File: config.mk
export PLATFORM = sky130hd
export DESIGN_NAME = pipe_stage_reg
export DESIGN_NICKNAME = d
export VERILOG_FILES = /design/src/rtl/pipe_stage_reg.sv
export SDC_FILE = /design/constraint.sdc
export NUM_CORES = 1
export LEC_CHECK = 0
export CORE_ASPECT_RATIO = 0.8
export CORE_MARGIN = 2
export CORE_UTILIZATION = 37
export CTS_CLUSTER_SIZE = 24
export DETAILED_ROUTE_END_ITERATION = 12
export MAX_ROUTING_LAYER = met4
export PLACE_DENSITY = 0.75
export SLEW_MARGIN = 20
export SYNTH_ARGS = -nofsm -noshare
export SYNTH_HDL_FRONTEND = slang
export SYNTH_SLANG_ARGS = --single-unit
File: constraint.sdc
create_clock -name clk -period 1.94 [get_ports clk]
set_clock_uncertainty 0.15 [all_clocks]
set_input_delay 0.388 -clock clk [delete_from_list [all_inputs] [get_ports clk]]
set_output_delay 0.388 -clock clk [all_outputs]
set_load 0.005 [all_outputs]
File: src/rtl/pipe_stage_reg.sv
// Pipeline stage register with valid/ready handshake, flush and saturating stall counter.
// Define PIPE_STAGE_SKID_EN to add a second entry so that in_ready is driven from a flop.
`timescale 1ns/1ps

module pipe_stage_reg #(
    parameter int DATA_WIDTH = 32,
    parameter int CNT_WIDTH  = 16
) (
    input  logic                  clk,
    input  logic                  rst_n,
    input  logic                  flush_i,
    input  logic                  in_valid,
    output logic                  in_ready,
    input  logic [DATA_WIDTH-1:0] in_data,
    output logic                  out_valid,
    input  logic                  out_ready,
    output logic [DATA_WIDTH-1:0] out_data,
    output logic [CNT_WIDTH-1:0]  stall_cnt
);

    logic do_accept;
    logic do_release;

    assign do_accept  = in_valid && in_ready;
    assign do_release = out_valid && out_ready;

    // Stall counter: saturates and ignores flush.
    logic [CNT_WIDTH-1:0] stall_cnt_q;
    logic [CNT_WIDTH-1:0] stall_cnt_d;

    always_comb begin
        stall_cnt_d = stall_cnt_q;
        if (out_valid && !out_ready && (stall_cnt_q != {CNT_WIDTH{1'b1}})) begin
            stall_cnt_d = stall_cnt_q + CNT_WIDTH'(1);
        end
    end

    always_ff @(posedge clk) begin
        if (!rst_n) begin
            stall_cnt_q <= '0;
        end else begin
            stall_cnt_q <= stall_cnt_d;
        end
    end

    assign stall_cnt = stall_cnt_q;

`ifdef PIPE_STAGE_SKID_EN

    typedef enum logic [1:0] {
        ST_EMPTY = 2'd0,
        ST_ONE   = 2'd1,
        ST_FULL  = 2'd2
    } state_t;

    state_t                state_q;
    state_t                state_d;
    logic [DATA_WIDTH-1:0] main_q;
    logic [DATA_WIDTH-1:0] main_d;
    logic [DATA_WIDTH-1:0] skid_q;
    logic [DATA_WIDTH-1:0] skid_d;
    logic                  in_ready_q;

    always_comb begin
        state_d = state_q;
        main_d  = main_q;
        skid_d  = skid_q;
        case (state_q)
            ST_EMPTY: begin
                if (do_accept) begin
                    main_d  = in_data;
                    state_d = ST_ONE;
                end
            end
            ST_ONE: begin
                if (do_accept && do_release) begin
                    main_d = in_data;
                end else if (do_accept) begin
                    skid_d  = in_data;
                    state_d = ST_FULL;
                end else if (do_release) begin
                    state_d = ST_EMPTY;
                end
            end
            ST_FULL: begin
                // in_ready is low here, so only a release can happen.
                if (do_release) begin
                    main_d  = skid_q;
                    state_d = ST_ONE;
                end
            end
            default: begin
                state_d = ST_EMPTY;
            end
        endcase
        // Flush kills every entry but leaves the payload registers alone.
        if (flush_i) begin
            state_d = ST_EMPTY;
            main_d  = main_q;
            skid_d  = skid_q;
        end
    end

    always_ff @(posedge clk) begin
        if (!rst_n) begin
            state_q    <= ST_EMPTY;
            main_q     <= '0;
            skid_q     <= '0;
            in_ready_q <= 1'b1;
        end else begin
            state_q    <= state_d;
            main_q     <= main_d;
            skid_q     <= skid_d;
            in_ready_q <= (state_d != ST_FULL);
        end
    end

    assign in_ready  = in_ready_q;
    assign out_valid = (state_q != ST_EMPTY);
    assign out_data  = main_q;

`else

    logic                  valid_q;
    logic                  valid_d;
    logic [DATA_WIDTH-1:0] data_q;
    logic [DATA_WIDTH-1:0] data_d;

    always_comb begin
        valid_d = valid_q;
        data_d  = data_q;
        if (do_accept) begin
            valid_d = 1'b1;
        end else if (do_release) begin
            valid_d = 1'b0;
        end
        if (do_accept && !flush_i) begin
            data_d = in_data;
        end
        if (flush_i) begin
            valid_d = 1'b0;
        end
    end

    always_ff @(posedge clk) begin
        if (!rst_n) begin
            valid_q <= 1'b0;
            data_q  <= '0;
        end else begin
            valid_q <= valid_d;
            data_q  <= data_d;
        end
    end

    assign in_ready  = !valid_q || out_ready;
    assign out_valid = valid_q;
    assign out_data  = data_q;

`endif

endmodule

; ---- Yosys cells after proc, flatten, opt, wreduce, memory -nomap -nowiden
; Cells that the tools add are included.
[word_totals]
input_bits = 37
output_inout_bits = 50
word_cells = 19
regBits = 49
[op_classes]
n_eq_ne = 1
reduce_logical = 11
n_mux = 2
n_bitwise = 1
n_addsub = 1
[ops]
columns = operator, n
row1 = $add A16 B1 Y16 const B, 1
row2 = $ne A16 B16 Y1 const B, 1
row3 = $logic_and A1 B1 Y1, 5
row4 = $logic_not A1 Y1, 3
row5 = $mux W1, 2
row6 = $reduce_bool A2 Y1, 1
row7 = $reduce_or A2 Y1, 1
row8 = $logic_or A1 B1 Y1, 1
row9 = $not A1 Y1, 1

; ---- Depth between registers and ports, before layout
[depth]
depth_word = 4
mapped_depth = 6
mapped_depth_nobuf = 5

; ---- Worst setup path after synthesis
; Ideal clock, no wire load.
[synth_path]
kind = flip-flop to flip-flop
from = register stall_cnt_q[0] (netlist: stall_cnt[0])
to = register stall_cnt_q[14] (netlist: stall_cnt[14])
setup_ns = 0.122
path_slack_ns = 0.014
required_ns = 1.668
path_buffers = 0
period_less_slack_ns = 1.926
path_stages_with_launch = 6
t_arrival_ns = 1.654
path_cell_list = dfxtp_1 > ha_1 > nand3_1 > nor3_1 > nand4_1 > o311a_1
[synth_via]
elab_chain_cells = 2
word_cells_on_any_way = 3
classes_between = 1 x add/sub / 1 x eq/ne / 1 x reduce/logical
[synth_lines]
columns = item, line
row1 = from (decl), 28  ; logic [CNT_WIDTH-1:0] stall_cnt_q;
row2 = from (signal assigned), 42  ; stall_cnt_q <= stall_cnt_d;
row3 = branches (longest 2 deep; another with $add A16 B1 Y16), n/a
; Parallel ways; which one is timed is not known.
; A chain may end at the register's enable or synchronous reset.

; ---- Worst setup path after layout
[layout_path]
from = register stall_cnt_q[13] (netlist: stall_cnt[13])
to = output port stall_cnt[13]
[layout_rtl]
columns = item, line
row1 = to (decl), 18  ; output logic [CNT_WIDTH-1:0] stall_cnt
; No word-level cell between the ends.

==> report_table.html <==
<table>
<tr><th>Metric</th><th>Value</th></tr>
<tr><th colspan="2">Outcome</th></tr>
<tr><td>Run status</td><td>finished clean</td></tr>
<tr><th colspan="2">Synthesis</th></tr>
<tr><td>Main area contributors after synthesis</td><td>dfxtp_1 (51%), nand2_1 (14%), a21oi_1 (10%)</td></tr>
<tr><td>Cell area after synthesis</td><td>1937 sq um</td></tr>
<tr><td>Number of flops mapped to enable cells by yosys</td><td>0</td></tr>
<tr><td>Count of synthesis-stage warnings from yosys</td><td>0</td></tr>
<tr><td>Area share of the leading cell type in the synthesized netlist</td><td>about half</td></tr>
<tr><td>Count of state elements after synthesis</td><td>about 50</td></tr>
<tr><td>Top-count cell post-synth</td><td>nand2_1</td></tr>
<tr><td>Post-synthesis sequential area ratio</td><td>50.65%</td></tr>
<tr><td>Nets in the synthesized netlist</td><td>273</td></tr>
<tr><td>Post-Synthesis Mean Instance Area</td><td>8.242 sq um</td></tr>
<tr><td>Async set-or-reset flop fraction in the synthesized netlist</td><td>0%</td></tr>
<tr><td>Post-synthesis cell type with the largest combined area</td><td>dfxtp_1</td></tr>
<tr><td>Most numerous cell types in the synthesized netlist</td><td>nand2_1 (71), dfxtp_1 (49), a21oi_1 (39)</td></tr>
<tr><td>Predominant post-synthesis flop cell</td><td>dfxtp_1</td></tr>
<tr><td>Cell count after synthesis</td><td>between 200 and 250</td></tr>
<tr><td>Count of unique library cells instantiated by Yosys</td><td>37</td></tr>
<tr><th colspan="2">Timing</th></tr>
<tr><td>Worst-margin pin slew</td><td>0.4596 ns</td></tr>
<tr><td>Highest clock rate</td><td>around 540 MHz</td></tr>
<tr><td>Time the worst path needs with I/O delays and setup</td><td>1.852 ns</td></tr>
<tr><td>Max-Slew Margin vs Limit</td><td>69.32%</td></tr>
<tr><td>Share of the cycle needed by the critical path after routing</td><td>a little over nine tenths</td></tr>
<tr><td>Count of endpoints failing setup in the final report</td><td>0</td></tr>
<tr><td>RSZ-0062 raised after global routing</td><td>false</td></tr>
<tr><td>Max Transition Viols Final</td><td>0</td></tr>
<tr><td>Hold violation count in the final report</td><td>0</td></tr>
<tr><th colspan="2">Setup path</th></tr>
<tr><td>Critical path launch point type</td><td>flop</td></tr>
<tr><td>Slowest stage delay, CP</td><td>approximately 0.55 ns</td></tr>
<tr><td>FF-to-FF End</td><td>stall_cnt[9]</td></tr>
<tr><td>Worst path depth</td><td>1</td></tr>
<tr><td>Worst Reg2Reg Path Length in Cells</td><td>4</td></tr>
<tr><td>Top delay family on crit path</td><td>buffers and inverters</td></tr>
<tr><td>Worst path cell trace</td><td>clkdlybuf4s50_1</td></tr>
<tr><td>Critical path data required time</td><td>1.40 ns</td></tr>
<tr><td>Capturing element of the worst setup path</td><td>stall_cnt[13]</td></tr>
<tr><td>Critical path capture point type</td><td>output port</td></tr>
<tr><td>Worst reg2reg setup slack</td><td>approximately 0.1 ns</td></tr>
<tr><td>Cell with the biggest individual delay on the critical path</td><td>clkdlybuf4s50_1</td></tr>
<tr><td>CP Launch Point</td><td>stall_cnt[13]</td></tr>
<tr><td>Endpoint arrival time on the critical path</td><td>1.31 ns</td></tr>
<tr><td>Startpoint of the worst-slack reg-to-reg timing path</td><td>stall_cnt[3]</td></tr>
<tr><td>CP Class</td><td>reg -&gt; out</td></tr>
<tr><td>Highest fanout seen on the critical path</td><td>8</td></tr>
<tr><td>Combined buffer and inverter count along the critical path</td><td>1</td></tr>
<tr><th colspan="2">Power and ir drop</th></tr>
<tr><td>Pwr/cell area</td><td>598.3 nW/um^2</td></tr>
<tr><td>Max rail drop VDD</td><td>527.1 uV</td></tr>
<tr><td>Leakage Power</td><td>0.001147 uW</td></tr>
<tr><th colspan="2">Floorplan</th></tr>
<tr><td>Starting density of the core</td><td>38.46%</td></tr>
<tr><td>Core box area</td><td>5036 sq um</td></tr>
<tr><td>Number of placement rows</td><td>23</td></tr>
<tr><td>Height of the die</td><td>between 60 and 70 um</td></tr>
<tr><td>Total Die Area</td><td>5833 sq um</td></tr>
<tr><td>Count of boundary I/O pins</td><td>87</td></tr>
<tr><td>Die width</td><td>84.89 um</td></tr>
<tr><th colspan="2">Finish</th></tr>
<tr><td>Share of post-route cells with drive strength above 1</td><td>12.02%</td></tr>
<tr><td>Fin nets</td><td>378</td></tr>
<tr><td>Final instance count without filler cells</td><td>403</td></tr>
<tr><td>Layout overhead on the synthesized area</td><td>63.31%</td></tr>
<tr><td>Antenna cell count</td><td>0</td></tr>
<tr><td>Final Util</td><td>between 60% and 70%</td></tr>
<tr><td>Fill cell total of the finished layout</td><td>442</td></tr>
<tr><td>Final Instance Area</td><td>3163 sq um</td></tr>
<tr><th colspan="2">Worst hold path</th></tr>
<tr><td>Min-delay worst type</td><td>reg -&gt; reg</td></tr>
<tr><th colspan="2">Routing</th></tr>
<tr><td>Length of the first detailed-routing pass in iterations</td><td>4</td></tr>
<tr><td>Total number of vias</td><td>1988</td></tr>
<tr><td>Number of design rule violations left after detail routing</td><td>0</td></tr>
<tr><td>Antenna Violating Nets Remaining</td><td>0</td></tr>
<tr><td>Final wirelength</td><td>5232 um</td></tr>
<tr><td>Via-to-Cell Ratio</td><td>roughly 5</td></tr>
<tr><td>Drt initial violations</td><td>59</td></tr>
<tr><td>Detail-routed net length per standard cell</td><td>12.98 um</td></tr>
<tr><th colspan="2">Clock tree</th></tr>
<tr><td>Clock-pin slew reported for the worst setup and hold paths after clock tree synthesis</td><td>~0.09 ns</td></tr>
<tr><td>Worst skew pair latency</td><td>0.30 ns</td></tr>
<tr><td>Clock root buffer master</td><td>clkbuf_8</td></tr>
<tr><td>CTS H-tree depth</td><td>2</td></tr>
<tr><td>Clock buffer count from CTS</td><td>5</td></tr>
<tr><td>Clock tree buffer depth</td><td>2</td></tr>
<tr><td>Setup fix buffers added after clock tree synthesis</td><td>0</td></tr>
<tr><td>TritonCTS sink count</td><td>~50</td></tr>
<tr><td>CTS tree</td><td>yes</td></tr>
<tr><th colspan="2">Place</th></tr>
<tr><td>Number of instances in the placed design</td><td>395</td></tr>
<tr><td>Estimated wirelength of the detail-placed design</td><td>roughly 3800 um</td></tr>
<tr><td>I/O Buffers</td><td>86</td></tr>
<tr><td>GPL Wtd Cong</td><td>0.8056</td></tr>
<tr><td>Total placed instance area</td><td>3064 sq um</td></tr>
<tr><th colspan="2">Global routing</th></tr>
<tr><td>Global-route wire length before repair</td><td>8135 um</td></tr>
<tr><td>GRT Util Overall</td><td>18.01%</td></tr>
<tr><td>Overflow left after global routing</td><td>0</td></tr>
<tr><td>Pin count of the biggest net entering global routing</td><td>30</td></tr>
<tr><td>Vias in the first global route</td><td>1788</td></tr>
<tr><td>Antenna violations before repair</td><td>0</td></tr>
<tr><th colspan="2">Run</th></tr>
<tr><td>Number of maximum-capacitance violations</td><td>0</td></tr>
</table>
[cells in the final DEF, fill, tap and decap left out, types with 2 or more instances in the layout]
master	n
dlygate4sd2_1	2
nand2_1	71
buf_4	20
nor2_1	3
dfxtp_1	49
nor4_1	2
o31a_1	2
o211ai_1	2
nand2b_1	2
buf_12	4
nor3_1	4
nand3_1	4
o31ai_1	4
nand4_1	5
inv_1	3
or4_1	2
or3_1	4
clkbuf_8	5
clkdlybuf4s50_1	84
o21ai_0	2
a21oi_1	39
clkinv_2	2
mux2i_1	3
o21a_1	2
[power by group]
part	internal, uW	leakage, uW	switching (uW)	total (uW)
sequential	1040	0.000399	15.5	1050
combinational	164	0.000705	94.9	259
clock	249	0.0000439	331	580
[cells by family (layout without fill, tap and decap cells)]
kind of cell             after synthesis  count (layout)  synth area share [%]
AO/OA/AOI/OAI                         58              58                 17.77
adder cells (fa/ha/maj)                1               1                0.6459
buffers and inverters                 16             122                 3.295
flip-flops                            49              49                 50.65
multiplexers                           3               3                 1.550
AND/OR/NAND/NOR                      108             108                 26.10
[worst min path at each step]
stage          cells after the start         start      endpoint  slack [ns]
5_1_grt                            2  out_data[14]  out_data[14]        0.33
3_5_place_dp                       2  out_data[23]  out_data[23]        0.29
4_1_cts                            2  out_data[23]  out_data[23]        0.30
6_report                           2  out_data[31]  out_data[31]        0.30
3_3_place_gp                       2  out_data[19]  out_data[19]        0.29
2_1_floorplan                      2   out_data[0]   out_data[0]        0.30
[sequential cells by signal (all words and copies together) (netlist names)]
| signal | count |
|---|---|
| stall_cnt | 16 |
| out_valid | 1 |
| out_data | 32 |
[stage by stage]
stage                     setup TNS (ns)  total power, uW  worst slack [ns]  hold WS (ns)
after global routing                   0             1988          0.006926        0.3296
after CTS                              0             1923           0.06533        0.3048
final                                  0             1892           0.08813        0.3021
after floorplan                        0             1154           0.01382        0.3027
after detailed placement          -5.470             1340           -0.4116        0.2925
after global placement            -4.153             1337           -0.3643        0.2899
[what timing repair did]
| item | 4_1_cts | 5_1_grt |
|---|---|---|
| endpoints found under the setup margin | 7 | 3 |
| hold buffers | 0 | 0 |
| gates resized for setup | 3 | 2 |
| pin swaps | 1 | 0 |
[area by class of cell]
class | instances | area (sq um) | share of cell area [%]
clock buffer | 5 | 68.82 | 2.176
clock inverter | 3 | 17.52 | 0.5538
inverter | 4 | 17.52 | 0.5538
multi-input combinational | 170 | 912.1 | 28.84
sequential | 49 | 980.9 | 31.01
tap | 62 | 77.57 | 2.453
timing repair buffer | 110 | 1089 | 34.41
[routing by layer]
metal,global-route usage (%),wire (um),up-vias
met5,-,0,-
met4,4.762,47,0
met3,4.762,354,4
met2,28.54,2375,64
met1,23.18,2454,895
li1,-,-,1025
Note: power is estimated with default switching activity, not from simulation.
